**src/rtl/msk_block_loader.sv**
```systemverilog
// msk_block_loader
//
// Masked input loader. Collects NWORDS masked words, each WORD bits with d
// shares, over a valid/ready handshake. It packs them into one block register
// of BLK*d bits (BLK = WORD*NWORDS) and holds that block until the downstream
// permutation datapath takes it.
//
// Masking: shares are only muxed and registered. No bit of one share ever
// reaches logic belonging to another share.
//
// Handshake rule, used on both sides: a beat moves on a rising edge where
// valid and ready are both 1. in_ready and out_valid are decoded from the
// registered FSM state only, so neither has a combinational path from
// in_valid or out_ready.
//
// Optional feature, macro MSK_LOADER_PAD_EN: an in_last word closes the block
// early. The unused upper slots are zero-filled and out_nwords reports the
// real word count.
//
// Ports:
//   clk        rising-edge clock
//   rst        synchronous, active-high reset
//   in_data    masked word; bit i, share j at index i*d+j
//   in_valid   in_data valid
//   in_last    final word of a message (only used with MSK_LOADER_PAD_EN)
//   in_ready   loader accepts a word this cycle (LOAD state)
//   out_data   masked block; word k at [k*WORD*d +: WORD*d], direct from registers
//   out_nwords number of real (non-padded) words in out_data
//   out_valid  out_data holds a complete block (FULL state)
//   out_ready  consumer takes the block
//   state_dbg  FSM state for checkers (0 = LOAD, 1 = FULL)
module msk_block_loader #(
    parameter int d      = 2,
    parameter int WORD   = 32,
    parameter int NWORDS = 4
) (
    input  logic                            clk,
    input  logic                            rst,
    input  logic [WORD*d-1:0]               in_data,
    input  logic                            in_valid,
    input  logic                            in_last,
    output logic                            in_ready,
    output logic [WORD*NWORDS*d-1:0]        out_data,
    output logic [$clog2(NWORDS+1)-1:0]     out_nwords,
    output logic                            out_valid,
    input  logic                            out_ready,
    output logic                            state_dbg
);

    localparam int SW = WORD * d;
    localparam int CW = $clog2(NWORDS + 1);

    typedef enum logic {
        LOAD = 1'b0,
        FULL = 1'b1
    } state_t;

    state_t         state;
    state_t         state_n;
    logic [CW-1:0]  cnt;
    logic           xfer;
    logic           done;
    logic           early;

`ifdef MSK_LOADER_PAD_EN
    assign early = in_last;
`else
    // in_last has no function without padding support.
    logic unused_last;
    assign unused_last = in_last;
    assign early       = 1'b0;
`endif

    always_comb begin
        state_n   = state;
        in_ready  = 1'b0;
        out_valid = 1'b0;
        xfer      = 1'b0;
        done      = 1'b0;
        case (state)
            LOAD: begin
                in_ready = 1'b1;
                xfer     = in_valid;
                if (in_valid && ((cnt == CW'(NWORDS - 1)) || early)) begin
                    done    = 1'b1;
                    state_n = FULL;
                end
            end
            FULL: begin
                out_valid = 1'b1;
                if (out_ready) begin
                    state_n = LOAD;
                end
            end
            default: state_n = LOAD;
        endcase
    end

    assign state_dbg = state;

    always_ff @(posedge clk) begin
        if (rst) begin
            state      <= LOAD;
            cnt        <= '0;
            out_data   <= '0;
            out_nwords <= '0;
        end else begin
            state <= state_n;
            if (xfer) begin
                cnt <= done ? '0 : cnt + 1'b1;
            end
            // Each slot has its own enable; only the addressed slot loads.
            // Slots left untouched keep old words until they are overwritten.
            for (int k = 0; k < NWORDS; k++) begin
                if (xfer && (cnt == CW'(k))) begin
                    out_data[k*SW +: SW] <= in_data;
`ifdef MSK_LOADER_PAD_EN
                end else if (done && early && (CW'(k) > cnt)) begin
                    // Early close: fill the unused slots with an all-zero sharing.
                    out_data[k*SW +: SW] <= '0;
`endif
                end
            end
            if (done) begin
`ifdef MSK_LOADER_PAD_EN
                out_nwords <= cnt + 1'b1;
`else
                out_nwords <= CW'(NWORDS);
`endif
            end
        end
    end

endmodule

```
**config.mk**
```make
export PLATFORM = sky130hd
export DESIGN_NAME = msk_block_loader
export DESIGN_NICKNAME = d
export VERILOG_FILES = /design/src/rtl/msk_block_loader.sv
export SDC_FILE = /design/constraint.sdc
export NUM_CORES = 1
export LEC_CHECK = 0
export ABC_CLOCK_PERIOD_IN_PS = 3680
export BUFFER_PORTS_ARGS = -buffer_cell sky130_fd_sc_hd__buf_2
export CAP_MARGIN = 25
export CORE_MARGIN = 8
export CORE_UTILIZATION = 45
export CTS_CLUSTER_DIAMETER = 80
export DETAILED_ROUTE_END_ITERATION = 8
export PLACE_DENSITY_LB_ADDON = 0.1
export SKIP_LAST_GASP = 1
export SYNTH_ARGS = -nofsm -noshare
export SYNTH_HDL_FRONTEND = slang
export SYNTH_SLANG_ARGS = --single-unit
```
**constraint.sdc**
```tcl
create_clock -name clk -period 3.68 [get_ports clk]
set_input_delay 0.368 -clock clk [delete_from_list [all_inputs] [get_ports clk]]
set_output_delay 0.368 -clock clk [all_outputs]
set_load 0.01 [all_outputs]
```
# Word level (Yosys, flattened, before mapping)

Index checks and enable logic that the tools add are counted.

Bits in registers: 261
Output and inout port bits: 262
Word-level logic and storage cells: 26

Add/subtract/negate cells: 1
Equality and inequality tests: 3
Mux-type cells: 8
Bitwise logic cells: 1
Reduce and logical (&&, ||, !) cells: 6

Operators by type and width:

| cell                  | number |
|---|---|
| $eq A3 B2 Y1 const B  | 2 |
| $mux W1               | 6 |
| $logic_and A1 B1 Y1   | 5 |
| $add A3 B1 Y3 const B | 1 |
| $eq A3 B1 Y1 const B  | 1 |
| $logic_not A3 Y1      | 1 |
| $mux W3               | 1 |
| $pmux W1 S2           | 1 |
| $not A1 Y1            | 1 |

# Logic depth before layout (Yosys ltp)

Depth in word-level cells: 5
Gate-level depth with buffers: 7
Mapped depth without buffers: 5

# Least setup slack after synthesis

Ideal clock, no wire load.

Kind: register -> register
Start point: register cnt[0]
End point: register out_data[196]
Setup time: 132 ps
Arrival time: 1,319 ps
Required time: 3,548 ps
Path slack: 2,229 ps
Cell stages (with the launch flop): 8
Buffers on the path: 2
Cells stage by stage: dfxtp_1 ha_1 ha_1 and3b_1 buf_4 buf_2 nand2_1 a21oi_1

Longest elaborated chain between the ends: 2

RTL lines:

| element                       | line | source |
|---|---|---|
| start, declared               | 60   | `logic [CW-1:0] cnt;` |
| start signal, assigned        | 110  | `cnt <= done ? '0 : cnt + 1'b1;` |
| $eq A3 B2 Y1                  | 115  | `if (xfer && (cnt == CW'(k))) begin` |
| $logic_and A1 B1 Y1           | 115  |  |
| end signal, assigned by index | 116  | `out_data[k*SW +: SW] <= in_data;` |
| end, declared                 | 43   | `output logic [WORD*NWORDS*d-1:0] out_data,` |

Every way passes these cells.
A chain may end at the register's enable or synchronous reset.

# Worst setup path after layout

Start point: register cnt[0]
End point: register out_data[234]

The elaborated chain is that of the path after synthesis.

==> out/results.txt <==
The run finished with clean final reports. The worst setup path is launched from a flip-flop. The number of placement rows is 52. In this run the worst path has a maximum fanout of 29. In this run, CTS created clock tree buffers numbering 27. The clock-pin slew reported for the worst setup and hold paths after clock tree synthesis came out at 60 ps. Share of the synthesized netlist area taken by xor and xnor gates: 0%. The filler cells instantiated in the layout total 1977.

Data on the critical path is required at its endpoint by 4120 ps. Logic gate share of total power: 9.7%. The routed layout has 8529 vias. Area of the mapped netlist: 9260 um^2. In this run the tool buffered the top-level ports with 327 buffer cells. Post-CTS timing repair inserted 0 buffers for setup. The most common cell in the synthesized netlist is sky130_fd_sc_hd__nand2_1. The power per standard cell area is 522 nW/um^2, and the iteration-0 DRC count of the detailed router is 462. The logs give 20200 um^2 for the placeable core area and 2650 ps for the data arrival at the endpoint of the critical path. The depth of the worst register-to-register path is 6. Clock latency at the later pin of the worst-skew pair: 510 ps. The synthesized design devotes to its leading area cell type 56.4% of total area. The area growth from synthesis to layout was 26.4%; the number of antenna violations at the first check in global routing was 3. The worst setup path is captured at a flip-flop.

The number of maximum-capacitance constraint violations is 0. The minimum clock period after layout works out to 2210 ps. The worst supply voltage drop on vdd was 0.318 mV.

The count of nets left with antenna violations once routing finished came out at 0. The final count of hold timing violations was 0. Counting flops with an async set or reset pin after synthesis yields a share of 0%.

The tools report the detailed placement HPWL as 19800 um. Summing the areas of all fa, ha and maj instances in the mapped netlist gives 0.676% of the synthesized area. Counting every instance in the synthesized netlist gives 1150. In this run, flip-flops and latches consume 48.9% of the power.

By count the netlist is led by sky130_fd_sc_hd__nand2_1, sky130_fd_sc_hd__dfxtp_1, sky130_fd_sc_hd__a21oi_1, sky130_fd_sc_hd__buf_2, sky130_fd_sc_hd__clkbuf_1. After synthesis, flip-flops and latches occupy 56.4% of the total area. Buffers inserted to repair hold after CTS numbered 0. Among all flip-flop cells after synthesis, the most frequent one is sky130_fd_sc_hd__dfxtp_1.

The average vias per placed instance is 4.97. Setup repair after global routing left no endpoint under its margin. Timing would allow up to 0.453 GHz.

After synthesis, the largest family of logic cells by area is simple AND/OR/NAND/NOR gates. The number of different library cells used by synthesis comes to 19. For this configuration, the core starts out at a cell density of 45.8%. The post-synthesis average cell area was 8.05 um^2. The number of enable-type register cells in the synthesized netlist came out at 0. The completed layout was analyzed and its total power is 6110 uW. The I/O pin count is 331, and the fraction of final layout cells with drive strength greater than 1 is 27.2%. Dividing the detail-routed wire length by the instance count gives 17.2 um.

The internal power of the cells totals 4630 uW. The run gives 5.85 ps as the setup clock skew after layout. The number of diodes added for antenna fixing was 0. The synthesized design contains 261 register bits.

The tools report the maximum number of pins on one net before global-route repair as 95. TritonCTS built the clock tree. The worst hold path passes through 3 cells. In the global route stage, overall resource usage came out at 22.1%. Across all hold checks on the routed design, the worst slack comes to 116 ps.

The share of the synthesized area in compound gates (AO/OA/AOI/OAI) is 14.4%, and the final RePlAce weighted congestion is 0.799. For this run the aggregate overflow at the end of global routing stands at 0. The H-tree depth is 1.

Summing all multi-input logic gate instances after layout gives 3530 um^2. The net switching power was 1480 uW. The clock network fraction of total power is 41.4%, and the number of endpoints failing setup at the final stage is 0. Multiplexer cells account for 0.216% of the synthesized area. Summed over all instances, the cell type with the most area after synthesis is sky130_fd_sc_hd__dfxtp_1. The tools report the post-route setup TNS as 0 ps. The switching power share of the total was 24.2%; the first-pass GRT wire length was 46300 um.

Once routing completed, OpenROAD measured the worst setup slack at 1470 ps. The pre-CTS worst setup slack is 1440 ps. For this run, design rule violations remaining after detail routing come to 0. The warning count from the yosys run is 0, and the number of buffers on the longest clock path is 3.

The routed design has 29400 um of wire. In this run the static leakage power is 0.00506 uW. The sequential cell area was 5230 um^2.

The floorplan step set the die height to 159 um. The min-delay analysis places its worst path in the category in2reg. The horizontal extent of the die is 159 um.

The tools report the buffer type at the clock tree root as sky130_fd_sc_hd__clkbuf_16. For the overall die area, the log shows 25400 um^2. The critical path is of the reg2reg type.

In this run the tightest slew margin relative to its limit is 43.9%. For the pin with the worst max-slew slack, the measured transition is 841 ps. The tools report the number of search-and-repair iterations in the first detailed-routing pass as 4. Counting every sink on the clock net gives 261.

Yosys attributes the largest share of cell area to sky130_fd_sc_hd__dfxtp_1, sky130_fd_sc_hd__nand2_1, sky130_fd_sc_hd__a21oi_1, sky130_fd_sc_hd__buf_6, sky130_fd_sc_hd__buf_2. Via count of the first global-routing pass: 8222. The number of nets in the finished design is 1506, and the number of pins with negative max-slew slack in the final report is 0. Simple-gate portion of the synthesized area: 22.2%. Of the available clock period, the critical path in the final layout requires 59.9%. After clock tree synthesis, the repair step resized 0 gates.
[stage by stage]
stage / util (%) / cells / area (um^2)
floorplan: - / 1151 / 9260
global placement: 53.8 / 1673 / 10900
detailed placement: 53.8 / 1673 / 10900
CTS: 57.8 / 1715 / 11700
global route: 57.8 / 1715 / 11700
finish: 57.8 / 1715 / 11700
[cell usage in the layout, fill, tap and decap left out]
cell	netlist	final
sky130_fd_sc_hd__nand2_1	512	512
sky130_fd_sc_hd__buf_2	36	326
sky130_fd_sc_hd__dfxtp_1	261	261
sky130_fd_sc_hd__a21oi_1	248	248
sky130_fd_sc_hd__clkbuf_16	0	27
sky130_fd_sc_hd__buf_4	8	11
sky130_fd_sc_hd__a21oi_2	10	10
sky130_fd_sc_hd__clkbuf_1	27	7
sky130_fd_sc_hd__nor2_1	6	6
sky130_fd_sc_hd__ha_1	5	5
sky130_fd_sc_hd__clkbuf_8	0	5
sky130_fd_sc_hd__inv_1	4	4
sky130_fd_sc_hd__and4bb_2	0	3
sky130_fd_sc_hd__nand4bb_4	0	3
sky130_fd_sc_hd__buf_12	0	3
sky130_fd_sc_hd__nand3b_1	2	2
sky130_fd_sc_hd__nand2b_1	2	2
sky130_fd_sc_hd__mux2i_1	2	2
sky130_fd_sc_hd__conb_1	1	2
sky130_fd_sc_hd__clkinv_2	0	2
sky130_fd_sc_hd__and3b_2	0	1
sky130_fd_sc_hd__nor2b_1	1	1
sky130_fd_sc_hd__bufinv_16	0	1
sky130_fd_sc_hd__buf_6	18	1
[layer usage]
| metal | global-route usage [%] | part of all wire (%) |
|---|---|---|
| met1 | 26.0 | 41 |
| met2 | 36.9 | 47 |
| met3 | 8.45 | 9.7 |
| met4 | 6.48 | 2.3 |
| met5 | 0 | 0.095 |
[critical path, stage by stage (launching register included)]
cell                      delay, ps
sky130_fd_sc_hd__dfxtp_1        410
sky130_fd_sc_hd__ha_1           170
sky130_fd_sc_hd__ha_1           210
sky130_fd_sc_hd__and3b_2        660
sky130_fd_sc_hd__buf_4          440
sky130_fd_sc_hd__nand2_1         90
sky130_fd_sc_hd__a21oi_1        140
[path summary, 6_finish.rpt]
path,start,end,slack [ps]
max,cnt[0]$_SDFFE_PP0P_,out_data[234]$_SDFFE_PP0P_,1470
min,out_ready,state_dbg$_SDFF_PP0_,120
max reg2reg,cnt[0]$_SDFFE_PP0P_,out_data[234]$_SDFFE_PP0P_,1470
min reg2reg,out_data[113]$_SDFFE_PP0P_,out_data[113]$_SDFFE_PP0P_,450
[layout make-up]
| type | instances | share of cell area, % |
|---|---|---|
| Timing Repair Buffer | 341 | 15.3 |
| Clock buffer | 39 | 6.59 |
| Multi-Input combinational cell | 797 | 30.1 |
| Clock inverter | 3 | 0.342 |
| Tap cell | 270 | 2.89 |
| Sequential cell | 261 | 44.7 |
| Inverter | 4 | 0.128 |
[flip-flops by register name, summed over array words and instances, names as in the netlist]
name / flops
cnt: 3
out_nwords: 1
state_dbg: 1
out_data: 256
[logic make-up (layout without fill, tap and decap cells)]
group                      count (synthesis)  after routing
AOI/OAI and AO/OA                        258            258
adders and majority gates                  5              5
buffers and inverters                     93            387
DFF                                      261            261
muxes                                      2              2
other                                      1              2
and+or+nand+nor                          530            530
[power by group through the flow]
stage	registers [uW]	clock network (uW)	logic, uW
after detailed placement	3050	0	600
after floorplan	3100	0	290
after global placement	3040	0	593
after global routing	3000	2710	653
final	2990	2530	592
after CTS	2990	2590	602
No activity file was read; power rests on OpenSTA's default activity.
